$ cat config.mk
export PLATFORM = sky130hd
export DESIGN_NAME = cmp_guess_search_flat
export DESIGN_NICKNAME = d
export VERILOG_FILES = /design/src/rtl/cmp_guess_search_pkg.sv /design/src/rtl/cmp_guess_search_if.sv /design/src/rtl/cmp_guess_search_flag_decode.sv /design/src/rtl/cmp_guess_search.sv /design/src/flat_wrapper.sv
export SDC_FILE = /design/constraint.sdc
export NUM_CORES = 1
export LEC_CHECK = 0
export BUFFER_PORTS_ARGS = -buffer_cell sky130_fd_sc_hd__buf_2
export CAP_MARGIN = 20
export CORE_ASPECT_RATIO = 2
export CORE_MARGIN = 4
export CORE_UTILIZATION = 40
export CTS_BUF_LIST = sky130_fd_sc_hd__clkbuf_8
export DETAILED_ROUTE_END_ITERATION = 16
export PLACE_DENSITY_LB_ADDON = 0.1
export SLEW_MARGIN = 15
export SYNTH_ARGS = -nofsm -noshare
export SYNTH_HDL_FRONTEND = slang
export SYNTH_HIERARCHICAL = 1
export SYNTH_SLANG_ARGS = --single-unit
$ cat constraint.sdc
create_clock -name clk -period 2.21 [get_ports clk]
set_input_delay 0.3315 -clock clk [delete_from_list [all_inputs] [get_ports clk]]
set_output_delay 0.3315 -clock clk [all_outputs]
set_load 0.02 [all_outputs]
$ cat src/rtl/cmp_guess_search_pkg.sv
// Shared types and flag decode for the comparator-driven binary search.
// CMP_FLAG_CHECK_EN enables strict decode of the three comparator flags.
package cmp_guess_pkg;

  typedef enum logic [2:0] {IDLE, DRIVE, WAIT, EVAL, DONE, ERR} state_e;
  typedef enum logic [1:0] {EQ, LT, GT, BAD} flag_res_e;

  function automatic flag_res_e decode_flags(input logic le, input logic ne, input logic ge);
    flag_res_e r;
`ifdef CMP_FLAG_CHECK_EN
    if (le & ge & ~ne)       r = EQ;
    else if (le & ~ge & ne)  r = LT;
    else if (ge & ~le & ne)  r = GT;
    else                     r = BAD;
`else
    // ne is not trusted here; "neither" falls to GT so the search narrows downward
    if (le & ge)   r = EQ;
    else if (le)   r = LT;
    else           r = GT;
    r = (ne & 1'b0) ? BAD : r;
`endif
    return r;
  endfunction

endpackage

$ cat src/rtl/cmp_guess_search_if.sv
// Comparator bus: operand "a" out to the comparator, three flags back.
interface cmp_guess_search_if #(parameter int W = 4);
  logic [W-1:0] guess;
  logic         guess_valid;
  logic         cmp_le;
  logic         cmp_ne;
  logic         cmp_ge;

  modport master (output guess, guess_valid, input cmp_le, cmp_ne, cmp_ge);
  modport slave  (input guess, guess_valid, output cmp_le, cmp_ne, cmp_ge);
endinterface

$ cat src/rtl/cmp_guess_search_flag_decode.sv
// Combinational decode of registered comparator flags (CMP_FLAG_CHECK_EN aware).
module cmp_flag_decode
  import cmp_guess_pkg::*;
(
  input  logic      le_i,
  input  logic      ne_i,
  input  logic      ge_i,
  output flag_res_e res_o
);
  assign res_o = decode_flags(le_i, ne_i, ge_i);
endmodule

$ cat src/rtl/cmp_guess_search.sv
// Binary search of a comparator's hidden operand by driving successive guesses.
// Optional CMP_FLAG_CHECK_EN: inconsistent flag combinations abort with err.
module cmp_guess_search
  import cmp_guess_pkg::*;
#(
  parameter int W       = 4,
  parameter int CMP_LAT = 1,
  localparam int SW     = $clog2(W+2),
  localparam int CW     = $clog2(CMP_LAT+1)
)(
  input  logic                clk,
  input  logic                rst_n,
  input  logic                start,
  cmp_guess_search_if.master  cmp,
  output logic                busy,
  output logic                done,
  output logic [W-1:0]        found,
  output logic [SW-1:0]       steps,
  output logic                err
);

  localparam logic [2:0] S_IDLE  = IDLE;
  localparam logic [2:0] S_DRIVE = DRIVE;
  localparam logic [2:0] S_WAIT  = WAIT;
  localparam logic [2:0] S_EVAL  = EVAL;
  localparam logic [2:0] S_DONE  = DONE;
  localparam logic [2:0] S_ERR   = ERR;

  logic [2:0]    state_q, state_d;
  logic [W-1:0]  lo_q, lo_d, hi_q, hi_d, guess_q, guess_d, found_q, found_d;
  logic          gv_q, gv_d, busy_q, busy_d, done_q, done_d, err_q, err_d;
  logic [SW-1:0] steps_q, steps_d;
  logic [CW-1:0] cnt_q, cnt_d;
  logic [2:0]    flags_q, flags_d;
  logic [W:0]    sum;
  logic          last;
  flag_res_e     res;

  cmp_flag_decode u_dec (
    .le_i  (flags_q[2]),
    .ne_i  (flags_q[1]),
    .ge_i  (flags_q[0]),
    .res_o (res)
  );

  assign sum  = {1'b0, lo_q} + {1'b0, hi_q};
  // this EVAL is the (W+1)th comparison; anything but EQ is a failure
  assign last = (steps_q == SW'(W));

  always_comb begin
    state_d = state_q;
    lo_d    = lo_q;
    hi_d    = hi_q;
    guess_d = guess_q;
    found_d = found_q;
    gv_d    = gv_q;
    busy_d  = busy_q;
    done_d  = done_q;
    err_d   = err_q;
    steps_d = steps_q;
    cnt_d   = cnt_q;
    flags_d = flags_q;
    case (state_q)
      S_IDLE, S_DONE, S_ERR: begin
        if (start) begin
          lo_d    = '0;
          hi_d    = '1;
          steps_d = '0;
          done_d  = 1'b0;
          err_d   = 1'b0;
          busy_d  = 1'b1;
          state_d = S_DRIVE;
        end
      end
      S_DRIVE: begin
        guess_d = sum[W:1];
        gv_d    = 1'b1;
        cnt_d   = CW'(CMP_LAT);
        state_d = S_WAIT;
      end
      S_WAIT: begin
        cnt_d = cnt_q - 1'b1;
        if (cnt_q == CW'(1)) begin
          flags_d = {cmp.cmp_le, cmp.cmp_ne, cmp.cmp_ge};
          state_d = S_EVAL;
        end
      end
      S_EVAL: begin
        steps_d = steps_q + 1'b1;
        gv_d    = 1'b0;
        state_d = S_ERR;
        case (res)
          EQ: begin
            found_d = guess_q;
            done_d  = 1'b1;
            state_d = S_DONE;
          end
          LT: if (guess_q != hi_q && !last) begin
            lo_d    = guess_q + 1'b1;
            state_d = S_DRIVE;
          end
          GT: if (guess_q != lo_q && !last) begin
            hi_d    = guess_q - 1'b1;
            state_d = S_DRIVE;
          end
          default: ;
        endcase
        if (state_d == S_ERR) err_d = 1'b1;
        if (state_d != S_DRIVE) busy_d = 1'b0;
      end
      default: state_d = S_IDLE;
    endcase
  end

  always_ff @(posedge clk or negedge rst_n) begin
    if (!rst_n) begin
      state_q <= S_IDLE;
      lo_q    <= '0;
      hi_q    <= '1;
      guess_q <= '0;
      found_q <= '0;
      gv_q    <= 1'b0;
      busy_q  <= 1'b0;
      done_q  <= 1'b0;
      err_q   <= 1'b0;
      steps_q <= '0;
      cnt_q   <= '0;
      flags_q <= '0;
    end else begin
      state_q <= state_d;
      lo_q    <= lo_d;
      hi_q    <= hi_d;
      guess_q <= guess_d;
      found_q <= found_d;
      gv_q    <= gv_d;
      busy_q  <= busy_d;
      done_q  <= done_d;
      err_q   <= err_d;
      steps_q <= steps_d;
      cnt_q   <= cnt_d;
      flags_q <= flags_d;
    end
  end

  assign cmp.guess       = guess_q;
  assign cmp.guess_valid = gv_q;
  assign busy            = busy_q;
  assign done            = done_q;
  assign found           = found_q;
  assign steps           = steps_q;
  assign err             = err_q;

endmodule

$ cat src/flat_wrapper.sv
// flat-port wrapper written by rule: the top's interface ports become plain ports
module cmp_guess_search_flat import cmp_guess_pkg::*;
#(
  parameter int W       = 4,
  parameter int CMP_LAT = 1,
  localparam int SW     = $clog2(W+2),
  localparam int CW     = $clog2(CMP_LAT+1)
)
  (clk, rst_n, start, busy, done, found, steps, err, cmp_guess, cmp_guess_valid, cmp_cmp_le, cmp_cmp_ne, cmp_cmp_ge);
  cmp_guess_search_if #(.W(W)) cmp_i ();
  input  logic clk;
  input  logic rst_n;
  input  logic start;
  output logic busy;
  output logic done;
  output logic [W-1:0] found;
  output logic [SW-1:0] steps;
  output logic err;
  output wire logic [$bits(cmp_i.guess)-1:0] cmp_guess;
  output wire logic [$bits(cmp_i.guess_valid)-1:0] cmp_guess_valid;
  input wire logic [$bits(cmp_i.cmp_le)-1:0] cmp_cmp_le;
  input wire logic [$bits(cmp_i.cmp_ne)-1:0] cmp_cmp_ne;
  input wire logic [$bits(cmp_i.cmp_ge)-1:0] cmp_cmp_ge;
  assign cmp_guess = cmp_i.guess;
  assign cmp_guess_valid = cmp_i.guess_valid;
  assign cmp_i.cmp_le = cmp_cmp_le;
  assign cmp_i.cmp_ne = cmp_cmp_ne;
  assign cmp_i.cmp_ge = cmp_cmp_ge;
  cmp_guess_search #(.W(W), .CMP_LAT(CMP_LAT)) u_core (.clk(clk), .rst_n(rst_n), .start(start), .cmp(cmp_i), .busy(busy), .done(done), .found(found), .steps(steps), .err(err));
endmodule
==> results.md <==
* Status: complete, no violations
* Hold buffers post-CTS at 0
* DR pass1 iterations at 4
* CTS tree: yes
* Final-report setup violation count at 0
* LEAKAGE at 0.9117 nW
* Clock skew at 0.004699 ns
* Peak VDD IR at 0.8130 mV
* Highest Clock Rate at 543.9 MHz
* I/O Pins at 21
* CTS clk-pin slew, worst paths at 0.06 ns
* Area grow syn2layout at 11.35%
* Final WL at 3.259 mm
* CTS Buffer Depth at 2
* Initial antenna violation count at 0
* Worst slew pin tran at 0.6571 ns
* Antenna diodes at 0
* GP Congestion at 0.7941
* Drt wl/cell at 14.81 um
* Post-DP HPWL at 2.442 mm
* Min-delay worst type: input pin to asynchronous set/reset pin
* CTS H-tree lvls at 2
* Num CTS Buffers at 5
* WS Path Type: flop to flop
* Post-DR vias/cell at 4.895
* Via count at 1077
* Die area at 0.005258 mm^2
* Worst setup EP type: flop
* Gate count of the mapped netlist at 151
* Flop-to-flop setup slack at 0.37 ns
* Largest net degree at the start of global routing at 30
* Die X at 53.32 um
* Setup TNS at 0 ns
* CORE AREA at 0.003924 mm^2
* Sinks on Clock Net at 29
* # resized after CTS at 0
* I/O Buffers at 19
* Maximum net fanout on the critical path at 11
* Remaining antenna violation count at 0
* Mean post-synth cell area at 10.88 um^2
* Tcrit/Tclk final at 0.8320
* Final Cell Area at 0.001829 mm^2
* DRT iter0 DRCs at 13
* Max Cap Violations at 0
* Grt total ovfl at 0
* Die Y at 98.63 um
* Clock insertion delay at the later pin of the skew report at 0.28 ns
* Critical Path AT at 2.00 ns
* First-pass GRT wire length at 5.506 mm
* Synth Net Count at 165
* Placed instance area at 0.001739 mm^2
* Std cell rows at 32
* Post-CTS setup buffer count at 0
* # DRC at 0
* Max Slew Vio Count at 0
* Final Hold Viols at 0
* Share of cells above drive strength 1 at 0.2722
* Vias in the first global route at 1142
* Post-Syn Area at 0.001643 mm^2
* CP required at 2.37 ns
* GRT Util Overall at 0.1458
* Final net count at 182
* RSZ-0062 raised after global routing: no
* Power Density at 1622 mW/mm^2
* CP startpoint kind: flop
* Worst relative slew slack at 0.5619
* Root Buffer: clkbuf_8
* Starting Density at 0.4187
* Min Tclk post-route at 1.839 ns
* Synth Warn # at 6
[per-layer routing]
metal,GRT usage,vias up,routed length (um)
met1,0.1514,511,1245
met3,0.04236,8,133
met5,0,-,0
li1,-,533,-
met4,0.08071,0,119
met2,0.2488,25,1761
[layout by cell type, fill, tap and decap left out, types with 4 or more instances in the layout]
cell / count
buf_2: 19
dfrtp_1: 25
dfstp_2: 4
mux2_4: 7
o21ai_1: 5
mux2i_1: 5
inv_1: 13
nor2_1: 13
xor2_1: 11
nand2_1: 15
xnor2_1: 4
ha_1: 7
clkbuf_8: 6
[worst max-delay path, cell delays in order, from the launching register on]
cell and delay [ns]:
dfrtp_1 0.53, xor2_2 0.23, o41ai_4 0.40, o2bb2ai_2 0.23, mux2_4 0.33
[sequential cells by signal (all words and copies together), names as in the netlist, 2 cells and up]
register          cells
u_core/state_q        3
u_core/steps          3
u_core/lo_q           4
u_core/found          4
u_core/cmp.guess      4
u_core/hi_q           4
u_core/flags_q        2
[path summary, 6_finish.rpt]
path,start,endpoint,cells past startpoint
min in group clk,start,u_core/state_q[2],2
setup reg to reg,u_core/cmp.guess[0],u_core/lo_q[3],4
max in group asynchronous,rst_n,u_core/lo_q[3],1
hold reg to reg,u_core/cmp.guess_valid,u_core/cmp.guess_valid,2
setup / recovery,u_core/cmp.guess[0],u_core/lo_q[3],4
hold / removal,rst_n,u_core/done,1
[through the flow]
stage,hold slack [ns],utilization,setup WS (ns),std cells,power [mW]
after global placement,0.3927,0.4432,0.3580,212,2.516
after detailed placement,0.3994,0.4432,0.3767,212,2.562
final,0.08194,0.4662,0.3713,220,2.967
after floorplan,0.03591,-,0.4182,151,2.238
after global routing,0.1277,0.4662,0.2759,220,3.225
after CTS,0.09549,0.4662,0.3622,220,3.019
[where the power goes]
group	internal [mW]	leakage, nW	total (mW)	switching, mW
Combinational	0.642	0.502	1.46	0.818
Clock	0.244	0.0538	0.432	0.188
Sequential	0.784	0.356	1.07	0.290
[cell type report]
class	count	area (um^2)
fill	404	2095
tap	51	63.81
multi-input combinational	102	808.3
inverter	11	41.29
clock inverter	2	7.507
sequential	29	730.7
timing repair buffer	19	95.09
clock buffer	6	82.58
Note: power is estimated with default switching activity, not from simulation.
